`src/rtl/instruction_decode.sv`:
```
// ---------------------------------------------------------------------------
// instruction_decode
//
// Purpose:
//   ID stage of a five-stage MIPS-style pipeline. Decodes the IF/ID word, reads
//   the 32x32 register file (write-first), resolves beq/bne in ID, detects
//   load-use and branch-operand hazards and loads the ID/EX pipeline register.
//
// Configuration:
//   ID_BNE_EN  - when defined, opcode 0x05 decodes as bne. When undefined,
//                0x05 is a nop and no bne compare or hazard logic is built.
//
// Parameters:
//   PC_INC     - byte increment added to the IF/ID pc for the branch target.
//
// Ports:
//   clk, reset                 rising-edge clock, synchronous active-high reset
//   instructionFetchReg[63:0]  IF/ID register: [63:32] instruction, [31:0] pc
//   wbRegWrite/wbAddr/wbData   register file write port
//   exMemRegWrite/exMemRd      EX/MEM destination for the branch hazard check
//   branchResult, branchAddrs  branch taken this cycle and its target (comb.)
//   regStall                   IF/ID load enable (1 = load, 0 = hold)
//   muxStall                   1 = hold PC
//   idEx*                      registered ID/EX pipeline fields
// ---------------------------------------------------------------------------
module instruction_decode #(
    parameter int unsigned PC_INC = 4
) (
    input  logic        clk,
    input  logic        reset,
    input  logic [63:0] instructionFetchReg,
    input  logic        wbRegWrite,
    input  logic [4:0]  wbAddr,
    input  logic [31:0] wbData,
    input  logic        exMemRegWrite,
    input  logic [4:0]  exMemRd,
    output logic        branchResult,
    output logic [31:0] branchAddrs,
    output logic        regStall,
    output logic        muxStall,
    output logic [31:0] idExPc,
    output logic [31:0] idExRsData,
    output logic [31:0] idExRtData,
    output logic [31:0] idExImm,
    output logic [4:0]  idExRs,
    output logic [4:0]  idExRt,
    output logic [4:0]  idExRd,
    output logic        idExRegWrite,
    output logic        idExMemRead,
    output logic        idExMemWrite,
    output logic        idExMemToReg,
    output logic        idExAluSrc,
    output logic        idExRegDst,
    output logic [2:0]  idExAluOp
);

    // Opcodes
    localparam logic [5:0] OP_RTYPE = 6'h00;
    localparam logic [5:0] OP_LW    = 6'h23;
    localparam logic [5:0] OP_SW    = 6'h2B;
    localparam logic [5:0] OP_ADDI  = 6'h08;
    localparam logic [5:0] OP_BEQ   = 6'h04;
`ifdef ID_BNE_EN
    localparam logic [5:0] OP_BNE   = 6'h05;
`endif

    // R-type function codes
    localparam logic [5:0] FN_ADD = 6'h20;
    localparam logic [5:0] FN_SUB = 6'h22;
    localparam logic [5:0] FN_AND = 6'h24;
    localparam logic [5:0] FN_OR  = 6'h25;
    localparam logic [5:0] FN_SLT = 6'h2A;

    // ALU operation encodings
    localparam logic [2:0] ALU_ADD = 3'd0;
    localparam logic [2:0] ALU_SUB = 3'd1;
    localparam logic [2:0] ALU_AND = 3'd2;
    localparam logic [2:0] ALU_OR  = 3'd3;
    localparam logic [2:0] ALU_SLT = 3'd4;

    typedef struct packed {
        logic       reg_write;
        logic       mem_read;
        logic       mem_write;
        logic       mem_to_reg;
        logic       alu_src;
        logic       reg_dst;
        logic [2:0] alu_op;
    } ctrl_t;

    typedef struct packed {
        logic [31:0] pc;
        logic [31:0] rs_data;
        logic [31:0] rt_data;
        logic [31:0] imm;
        logic [4:0]  rs;
        logic [4:0]  rt;
        logic [4:0]  rd;
        ctrl_t       ctrl;
    } idex_t;

    // ------------------------------------------------------------------
    // Field extraction
    // ------------------------------------------------------------------
    logic [31:0] instr_s;
    logic [31:0] pc_s;
    logic [5:0]  opcode_s;
    logic [4:0]  rs_s;
    logic [4:0]  rt_s;
    logic [4:0]  rd_s;
    logic [5:0]  funct_s;
    logic [31:0] imm_s;

    assign instr_s  = instructionFetchReg[63:32];
    assign pc_s     = instructionFetchReg[31:0];
    assign opcode_s = instr_s[31:26];
    assign rs_s     = instr_s[25:21];
    assign rt_s     = instr_s[20:16];
    assign rd_s     = instr_s[15:11];
    assign funct_s  = instr_s[5:0];
    assign imm_s    = {{16{instr_s[15]}}, instr_s[15:0]};

    // ------------------------------------------------------------------
    // Register file
    // ------------------------------------------------------------------
    logic [31:0] rf_q [32];
    logic [31:0] rs_data_s;
    logic [31:0] rt_data_s;

    // Register file write port; $0 is never written so it always reads 0.
    always_ff @(posedge clk) begin
        if (reset) begin
            for (int i = 0; i < 32; i++) begin
                rf_q[i] <= 32'd0;
            end
        end else if (wbRegWrite && (wbAddr != 5'd0)) begin
            rf_q[wbAddr] <= wbData;
        end
    end

    // Write-first reads: a writeback landing this cycle is visible to the
    // instruction being decoded, so no WB->ID forwarding is needed elsewhere.
    assign rs_data_s = (rs_s == 5'd0) ? 32'd0 :
                       (wbRegWrite && (wbAddr == rs_s)) ? wbData : rf_q[rs_s];
    assign rt_data_s = (rt_s == 5'd0) ? 32'd0 :
                       (wbRegWrite && (wbAddr == rt_s)) ? wbData : rf_q[rt_s];

    // ------------------------------------------------------------------
    // Decode
    // ------------------------------------------------------------------
    ctrl_t ctrl_s;
    logic  is_beq_s;
    logic  uses_rt_s;
`ifdef ID_BNE_EN
    logic  is_bne_s;
`endif

    // Opcode/funct decode into ID/EX control bits; anything unknown is a nop.
    always_comb begin
        ctrl_s    = '0;
        is_beq_s  = 1'b0;
        uses_rt_s = 1'b0;
`ifdef ID_BNE_EN
        is_bne_s  = 1'b0;
`endif
        case (opcode_s)
            OP_RTYPE: begin
                // rt is a source for every R-type word, even an unknown funct,
                // so the load-use check stays conservative.
                uses_rt_s = 1'b1;
                case (funct_s)
                    FN_ADD: begin
                        ctrl_s.reg_write = (rd_s != 5'd0);
                        ctrl_s.reg_dst   = 1'b1;
                        ctrl_s.alu_op    = ALU_ADD;
                    end
                    FN_SUB: begin
                        ctrl_s.reg_write = (rd_s != 5'd0);
                        ctrl_s.reg_dst   = 1'b1;
                        ctrl_s.alu_op    = ALU_SUB;
                    end
                    FN_AND: begin
                        ctrl_s.reg_write = (rd_s != 5'd0);
                        ctrl_s.reg_dst   = 1'b1;
                        ctrl_s.alu_op    = ALU_AND;
                    end
                    FN_OR: begin
                        ctrl_s.reg_write = (rd_s != 5'd0);
                        ctrl_s.reg_dst   = 1'b1;
                        ctrl_s.alu_op    = ALU_OR;
                    end
                    FN_SLT: begin
                        ctrl_s.reg_write = (rd_s != 5'd0);
                        ctrl_s.reg_dst   = 1'b1;
                        ctrl_s.alu_op    = ALU_SLT;
                    end
                    default: begin
                        ctrl_s = '0;
                    end
                endcase
            end
            OP_LW: begin
                ctrl_s.reg_write  = 1'b1;
                ctrl_s.mem_read   = 1'b1;
                ctrl_s.mem_to_reg = 1'b1;
                ctrl_s.alu_src    = 1'b1;
                ctrl_s.alu_op     = ALU_ADD;
            end
            OP_SW: begin
                uses_rt_s         = 1'b1;
                ctrl_s.mem_write  = 1'b1;
                ctrl_s.alu_src    = 1'b1;
                ctrl_s.alu_op     = ALU_ADD;
            end
            OP_ADDI: begin
                ctrl_s.reg_write  = 1'b1;
                ctrl_s.alu_src    = 1'b1;
                ctrl_s.alu_op     = ALU_ADD;
            end
            OP_BEQ: begin
                // Resolved here; the ID/EX copy only carries a compare op.
                is_beq_s          = 1'b1;
                uses_rt_s         = 1'b1;
                ctrl_s.alu_op     = ALU_SUB;
            end
`ifdef ID_BNE_EN
            OP_BNE: begin
                is_bne_s          = 1'b1;
                uses_rt_s         = 1'b1;
                ctrl_s.alu_op     = ALU_SUB;
            end
`endif
            default: begin
                ctrl_s = '0;
            end
        endcase
    end

    // ------------------------------------------------------------------
    // Hazards and branch resolution
    // ------------------------------------------------------------------
    idex_t       idex_q;
    idex_t       idex_d;
    logic [4:0]  ex_dest_s;
    logic        is_branch_s;
    logic        load_use_s;
    logic        branch_haz_s;
    logic        stall_s;
    logic        operands_eq_s;
    logic        taken_s;
    logic [31:0] target_s;

    // True when a nonzero branch source is still being produced in EX or MEM.
    function automatic logic src_pending(input logic [4:0] src,
                                         input logic [4:0] ex_dest,
                                         input logic       ex_wr,
                                         input logic [4:0] mem_dest,
                                         input logic       mem_wr);
        return (src != 5'd0) &&
               ((ex_wr && (src == ex_dest)) || (mem_wr && (src == mem_dest)));
    endfunction

    assign ex_dest_s = idex_q.ctrl.reg_dst ? idex_q.rd : idex_q.rt;

`ifdef ID_BNE_EN
    assign is_branch_s = is_beq_s | is_bne_s;
`else
    assign is_branch_s = is_beq_s;
`endif

    assign load_use_s = idex_q.ctrl.mem_read && (idex_q.rt != 5'd0) &&
                        ((idex_q.rt == rs_s) || (uses_rt_s && (idex_q.rt == rt_s)));

    assign branch_haz_s = is_branch_s &&
        (src_pending(rs_s, ex_dest_s, idex_q.ctrl.reg_write, exMemRd, exMemRegWrite) ||
         src_pending(rt_s, ex_dest_s, idex_q.ctrl.reg_write, exMemRd, exMemRegWrite));

    assign stall_s       = load_use_s | branch_haz_s;
    assign operands_eq_s = (rs_data_s == rt_data_s);

    // A stalled branch never resolves; it retries with the held IF/ID word.
`ifdef ID_BNE_EN
    assign taken_s = !stall_s && ((is_beq_s && operands_eq_s) || (is_bne_s && !operands_eq_s));
`else
    assign taken_s = !stall_s && is_beq_s && operands_eq_s;
`endif

    assign target_s = pc_s + 32'(PC_INC) + {imm_s[29:0], 2'b00};

    // Front-end control; reset forces a quiet "load IF/ID, no branch" state.
    always_comb begin
        if (reset) begin
            branchResult = 1'b0;
            branchAddrs  = 32'd0;
            muxStall     = 1'b0;
            regStall     = 1'b1;
        end else begin
            branchResult = taken_s;
            branchAddrs  = target_s;
            muxStall     = stall_s;
            regStall     = !stall_s;
        end
    end

    // ------------------------------------------------------------------
    // ID/EX pipeline register
    // ------------------------------------------------------------------

    // Next ID/EX contents: a full zero bubble while stalled, else the decode.
    always_comb begin
        idex_d = '0;
        if (stall_s) begin
            idex_d = '0;
        end else begin
            idex_d.pc      = pc_s;
            idex_d.rs_data = rs_data_s;
            idex_d.rt_data = rt_data_s;
            idex_d.imm     = imm_s;
            idex_d.rs      = rs_s;
            idex_d.rt      = rt_s;
            idex_d.rd      = rd_s;
            idex_d.ctrl    = ctrl_s;
        end
    end

    // ID/EX register with synchronous clear.
    always_ff @(posedge clk) begin
        if (reset) begin
            idex_q <= '0;
        end else begin
            idex_q <= idex_d;
        end
    end

    assign idExPc       = idex_q.pc;
    assign idExRsData   = idex_q.rs_data;
    assign idExRtData   = idex_q.rt_data;
    assign idExImm      = idex_q.imm;
    assign idExRs       = idex_q.rs;
    assign idExRt       = idex_q.rt;
    assign idExRd       = idex_q.rd;
    assign idExRegWrite = idex_q.ctrl.reg_write;
    assign idExMemRead  = idex_q.ctrl.mem_read;
    assign idExMemWrite = idex_q.ctrl.mem_write;
    assign idExMemToReg = idex_q.ctrl.mem_to_reg;
    assign idExAluSrc   = idex_q.ctrl.alu_src;
    assign idExRegDst   = idex_q.ctrl.reg_dst;
    assign idExAluOp    = idex_q.ctrl.alu_op;

endmodule

```
`config.mk`:
```
export PLATFORM = sky130hd
export DESIGN_NAME = instruction_decode
export DESIGN_NICKNAME = d
export VERILOG_FILES = /design/src/rtl/instruction_decode.sv
export SDC_FILE = /design/constraint.sdc
export NUM_CORES = 2
export LEC_CHECK = 0
export ABC_CLOCK_PERIOD_IN_PS = 9300
export BUFFER_PORTS_ARGS = -buffer_cell sky130_fd_sc_hd__buf_2
export CORE_UTILIZATION = 36
export CTS_CLUSTER_SIZE = 40
export DETAILED_ROUTE_END_ITERATION = 16
export GPL_TIMING_DRIVEN = 0
export PLACE_DENSITY_LB_ADDON = 0.1
export SLEW_MARGIN = 0
export SYNTH_ARGS = -nofsm -noshare
export SYNTH_HDL_FRONTEND = slang
export SYNTH_SLANG_ARGS = --single-unit
```
`constraint.sdc`:
```
create_clock -name clk -period 9.3 [get_ports clk]
set_input_delay 0.93 -clock clk [delete_from_list [all_inputs] [get_ports clk]]
set_output_delay 0.93 -clock clk [all_outputs]
set_load 0.01 [all_outputs]
```
Word-level counts from Yosys, hierarchy flattened
Memories as Yosys holds them, arrays and structs flattened.
Index checks and enable logic that the tools add are counted.
Cells by class
  multiplexer cells: 26
  reduce and logical (&&, ||, !) cells: 35
  bitwise gates (word level): 2
  add/sub/neg operators: 2
  equal/unequal tests: 18
Operator list (number)
  32-bit two-way mux: 6
  6-bit equality test (second input constant): 7
  5-bit equality test: 8
  32-bit by 3-bit adder with 32-bit output (second input constant): 1
  32-bit adder: 1
  32-bit equality test: 1
  32-bit OR reduction: 1
  5-bit nonzero test: 5
  4-bit case mux with 5 select lines: 1
  1-bit logical AND: 15
  1-bit two-way mux: 15
  5-bit logical NOT: 2
  5-bit two-way mux: 2
  3-bit OR reduction: 3
  6-bit by 3-bit equality test with 1-bit output (second input constant): 1
  6-bit by 4-bit equality test with 1-bit output (second input constant): 1
  6-bit logical NOT: 1
  3-bit case mux with 2 select lines: 1
  5-bit OR reduction: 1
  1-bit logical OR: 4
  2-bit OR reduction: 2
  1-bit case mux with 2 select lines: 1
  1-bit logical NOT: 1
  1-bit NOT: 1
  1-bit OR: 1
Storage, ports and cells
  logic and storage cells: 97
  input bits: 110
  memories kept: 1
  bits in writable memories: 1024
  bits in registers: 135
  output and inout bits: 187
Memory list
  rf_q: words 32, bits a word 32, rd ports 2, clocked after Yosys merged registers in 0, write ports 32, line 126  | logic [31:0] rf_q [32];

Depth between registers and ports, before layout
  word-level depth: 12
  depth in mapped cells: 15
  gate-level depth less buffers: 15

Worst setup path after synthesis
No wires, ideal clock.
  path type: input -> output
  start: in instructionFetchReg[4]
  end: out branchAddrs[30]
  path slack: 4.570 ns
  arrival: 3.800 ns
  required time: 8.370 ns
  stages: 11
  path buffers: 0
  path through: ha_1 ha_1 a21o_1 a21o_1 a2111oi_0 o31ai_1 a311o_1 a31oi_1 a21oi_1 a31oi_1 mux2_1
Between the ends
  longest elaborated chain between the ends: 3
Ends and longest elaborated chain
  from (decl): line 31  | input logic [63:0] instructionFetchReg,
  32-bit by 3-bit adder with 32-bit output: line 288  | assign target_s = pc_s + 32'(PC_INC) + {imm_s[29:0], 2'b00};
  32-bit adder: line 288
  32-bit two-way mux: line 292  | if (reset) begin
  to (decl): line 38  | output logic [31:0] branchAddrs,
Every way passes these cells.

Final worst setup path
  start: in instructionFetchReg[57]
  end: out branchResult
Between the ends
  longest elaborated chain between the ends: 11
  elaborated cells on any way between the ends: 24
  classes of those cells: eq/ne (5); mux (3); bitwise (1); reduce/logical (14); memory (1)
Ends and longest elaborated chain
  branches (longest 9 deep; another with memory 32 x 32 bit)
  1-bit logical AND *: line 285  | assign taken_s = !stall_s && is_beq_s && operands_eq_s;
  1-bit two-way mux *: line 292
  to (decl): line 37  | output logic branchResult,
Every way passes the cells marked *.

==> metrics.txt <==
synth top area cells edfxtp_1, mux4_2, and2_1; Post-CTS Setup Inserts 0; reg2reg end idExRtData[24]; top-level port count 297; CTS tree built; Data arrival, critical path 8.06 ns; Max clock buf depth 3; Yosys cell types 85; Worst Tran Pin Value 1.696 ns; fin. max-slew vios 118; reg2reg setup slack 5.11 ns; clock buffer count from CTS 141; Detail Route Antenna Nets 0; initial DRC count 8292; Pwr Total 0.01403 W; global-route wire length before repair 437.0 mm; RSZ-0062 raised after global routing false; Worst R2R Path Depth 8; largest area contributor in the netlist edfxtp_1; CTS Sinks 1154; failing checks max-capacitance violations, max-slew violations; met2 usage 0.5585; GRT met3 Usage 0.1426; Setup Crit Path Kind primary input to output pin; Synth Register Bits 1154; Main synth FF type edfxtp_1; CP endpoint kind output pin; WL/cell 47.95 um; GP Congestion 1.031; minimum clock period 8.986 ns; top post-synthesis cells by count edfxtp_1, and2_1, mux4_2, clkbuf_1, nor2_1; Post-CTS Resized 0; layout cells sized above 1 0.2767; core box area 170200 um2; Top Usage Layer GRT met2; Total Wirelength 344.2 mm; DRC 0; Clk pwr share 0.400; Startpoint Class primary input; vias per cell 6.466; Initial Util 0.3643; number of port buffers 285; Filler Cell Count 15670; Lkg Pwr 26.17 nW; fin crit share 0.9662; worst hold path type primary input to flip-flop; worst-path fanout max 10; Rows 151; worst slew margin relative to its limit -0.1308; final setup vio count 0; Hold Crit Start instructionFetchReg[62]; hold depth 2; vias in the first global route 43730; die area 173900 um2; GR Util met1 0.4860; largest net degree at the start of global routing 33; total congestion overflow 0; H-tree Lvls 4; Yosys warning count 0; cts hold-fix bufs 0; Sw Share 0.2915; Peak Freq 111.3 MHz; Max-Cap Viols 14; Tot GR Track Use 0.3911; Reg power frac 0.433; clock skew 0.02887 ns; Root Buffer clkbuf_16; Worst-Skew Late Latency 0.83 ns; critical path data required time 8.37 ns; Fin. Hold Viols 0; count leader, synth edfxtp_1; Hold Path End idExAluSrc; Setup TNS Final 0 ns; PD cells 194.8 nW/um2; Seq/Total Area, Yosys 0.5378; run status finished with violations; combinational power share 0.166; Avg Cell Area, Syn 14.58 um2; Cell Int Power 0.009943 W; TritonRoute pass-1 iters 6; Cells after Synth 4254; Die W 417.1 um; antenna violations before repair 52; CTS clk-pin slew, worst paths 0.06 ns; maximum vdd ir drop 195.3 uV; FF-to-FF Start idExImm[15]; Hold Slack 0.3425 ns; total number of vias 46420; number of synthesized flops with an enable pin 1024; asr flop ratio synth 0; die height 417.1 um; Sw Pwr 0.004091 W; Detailed Place HPWL 234.7 mm; Net count, final 4916; Synth Cell Area 62020 um2; Yosys top cell area share 0.4958; area grow syn2layout 16.14%
metal layers:
layer  vias to the layer above  wire length, um
met5                         -               84
met4                        14            30020
met3                      1022            45630
met2                      4080           143600
met1                     24130           124900
li1                      17180                -
kinds of logic after synthesis:
logic type | Yosys count | share of synthesized area
other cells | 1 | 0.00006047
mux | 697 | 0.2239
xor+xnor | 91 | 0.01285
flops | 1154 | 0.5378
fa+ha+maj | 58 | 0.01182
compound gates | 278 | 0.03218
buf+inv | 461 | 0.03843
simple gates | 1514 | 0.1429
power groups by stage:
stage / logic, W / clock network [W] / registers [W]
after floorplan: 0.00114 / 0 / 0.00615
after global placement: 0.00218 / 0 / 0.00618
after detailed placement: 0.00223 / 0 / 0.00618
after CTS: 0.00224 / 0.00560 / 0.00607
after global routing: 0.00232 / 0.00578 / 0.00610
final: 0.00234 / 0.00562 / 0.00608
how the worst max path moves through the flow:
stage	startpoint	end	slack [ns]	cells after the start
final	instructionFetchReg[57]	branchResult	0.31	11
after global routing	instructionFetchReg[57]	branchResult	0.98	11
after CTS	instructionFetchReg[55]	branchResult	0.61	13
after detailed placement	instructionFetchReg[55]	branchResult	0.62	13
after global placement	instructionFetchReg[56]	branchResult	-0.58	12
after floorplan	instructionFetchReg[4]	branchAddrs[30]	4.57	11
cell type report:
| cell class | instances | area (um2) | area share |
|---|---|---|---|
| sequential | 1154 | 33350 | 0.4631 |
| multi-input combinational | 2670 | 26490 | 0.3678 |
| clock buffer | 192 | 3926 | 0.05451 |
| tap | 2295 | 2872 | 0.03987 |
| buffer | 440 | 2352 | 0.03266 |
| timing repair buffer | 320 | 2282 | 0.03169 |
| clock inverter | 64 | 618.1 | 0.008581 |
| inverter | 21 | 78.83 | 0.001094 |
| antenna | 23 | 57.56 | 0.0007991 |
metrics by stage:
| step | setup slack [ns] | instances | utilization | instance area (um2) |
|---|---|---|---|---|
| detailed placement | 0.6243 | 6900 | 0.3960 | 67410 |
| CTS | 0.6133 | 7156 | 0.4227 | 71960 |
| global route | 0.9828 | 7162 | 0.4229 | 71980 |
| finish | 0.3142 | 7179 | 0.4231 | 72030 |
| floorplan | 4.570 | 4285 | - | 62130 |
| global placement | -0.5755 | 6865 | 0.3902 | 66430 |
flip-flops by register name, summed over array words and instances, names as in the netlist:
name and cells:
idExAluOp 3, idExAluSrc 1, idExImm 16, idExMemToReg 1, idExMemWrite 1, idExPc 32
idExRegDst 1, idExRegWrite 1, idExRs 5, idExRsData 32, idExRt 5, idExRtData 32
rf_q 1024
critical path, stage by stage:
cell and delay [ns]:
clkbuf_1 0.49, clkbuf_2 0.91, clkbuf_2 0.85, clkbuf_1 1.29, a21oi_1 0.37, a211oi_1 1.06
xor2_1 0.18, nor4_2 0.72, nand4_1 0.20, nor4_2 0.72, buf_2 0.27
cells in the final DEF, fill, tap and decap left out, types with 12 or more instances in the layout:
master,instances
o21ai_0,20
a21oi_1,61
buf_16,23
nand2_1,66
a31oi_1,12
a21o_1,19
mux4_2,551
clkbuf_16,146
and2_1,968
xnor2_1,39
a221oi_1,16
ha_1,57
o22ai_1,20
nand3_1,23
clkinv_2,20
mux2i_1,133
buf_4,53
clkbuf_1,273
buf_8,12
edfxtp_1,1024
conb_1,32
or2_4,29
buf_2,364
or3_1,13
nor3_1,64
xor2_1,52
a211oi_1,24
clkbuf_2,31
inv_1,19
nor2b_1,37
buf_12,16
and3_1,88
dfxtp_1,130
buf_6,19
mux2_2,12
nor2_1,160
clkinv_1,18
o211ai_1,16
diode_2,23
Power figures use the tool's default switching activity.
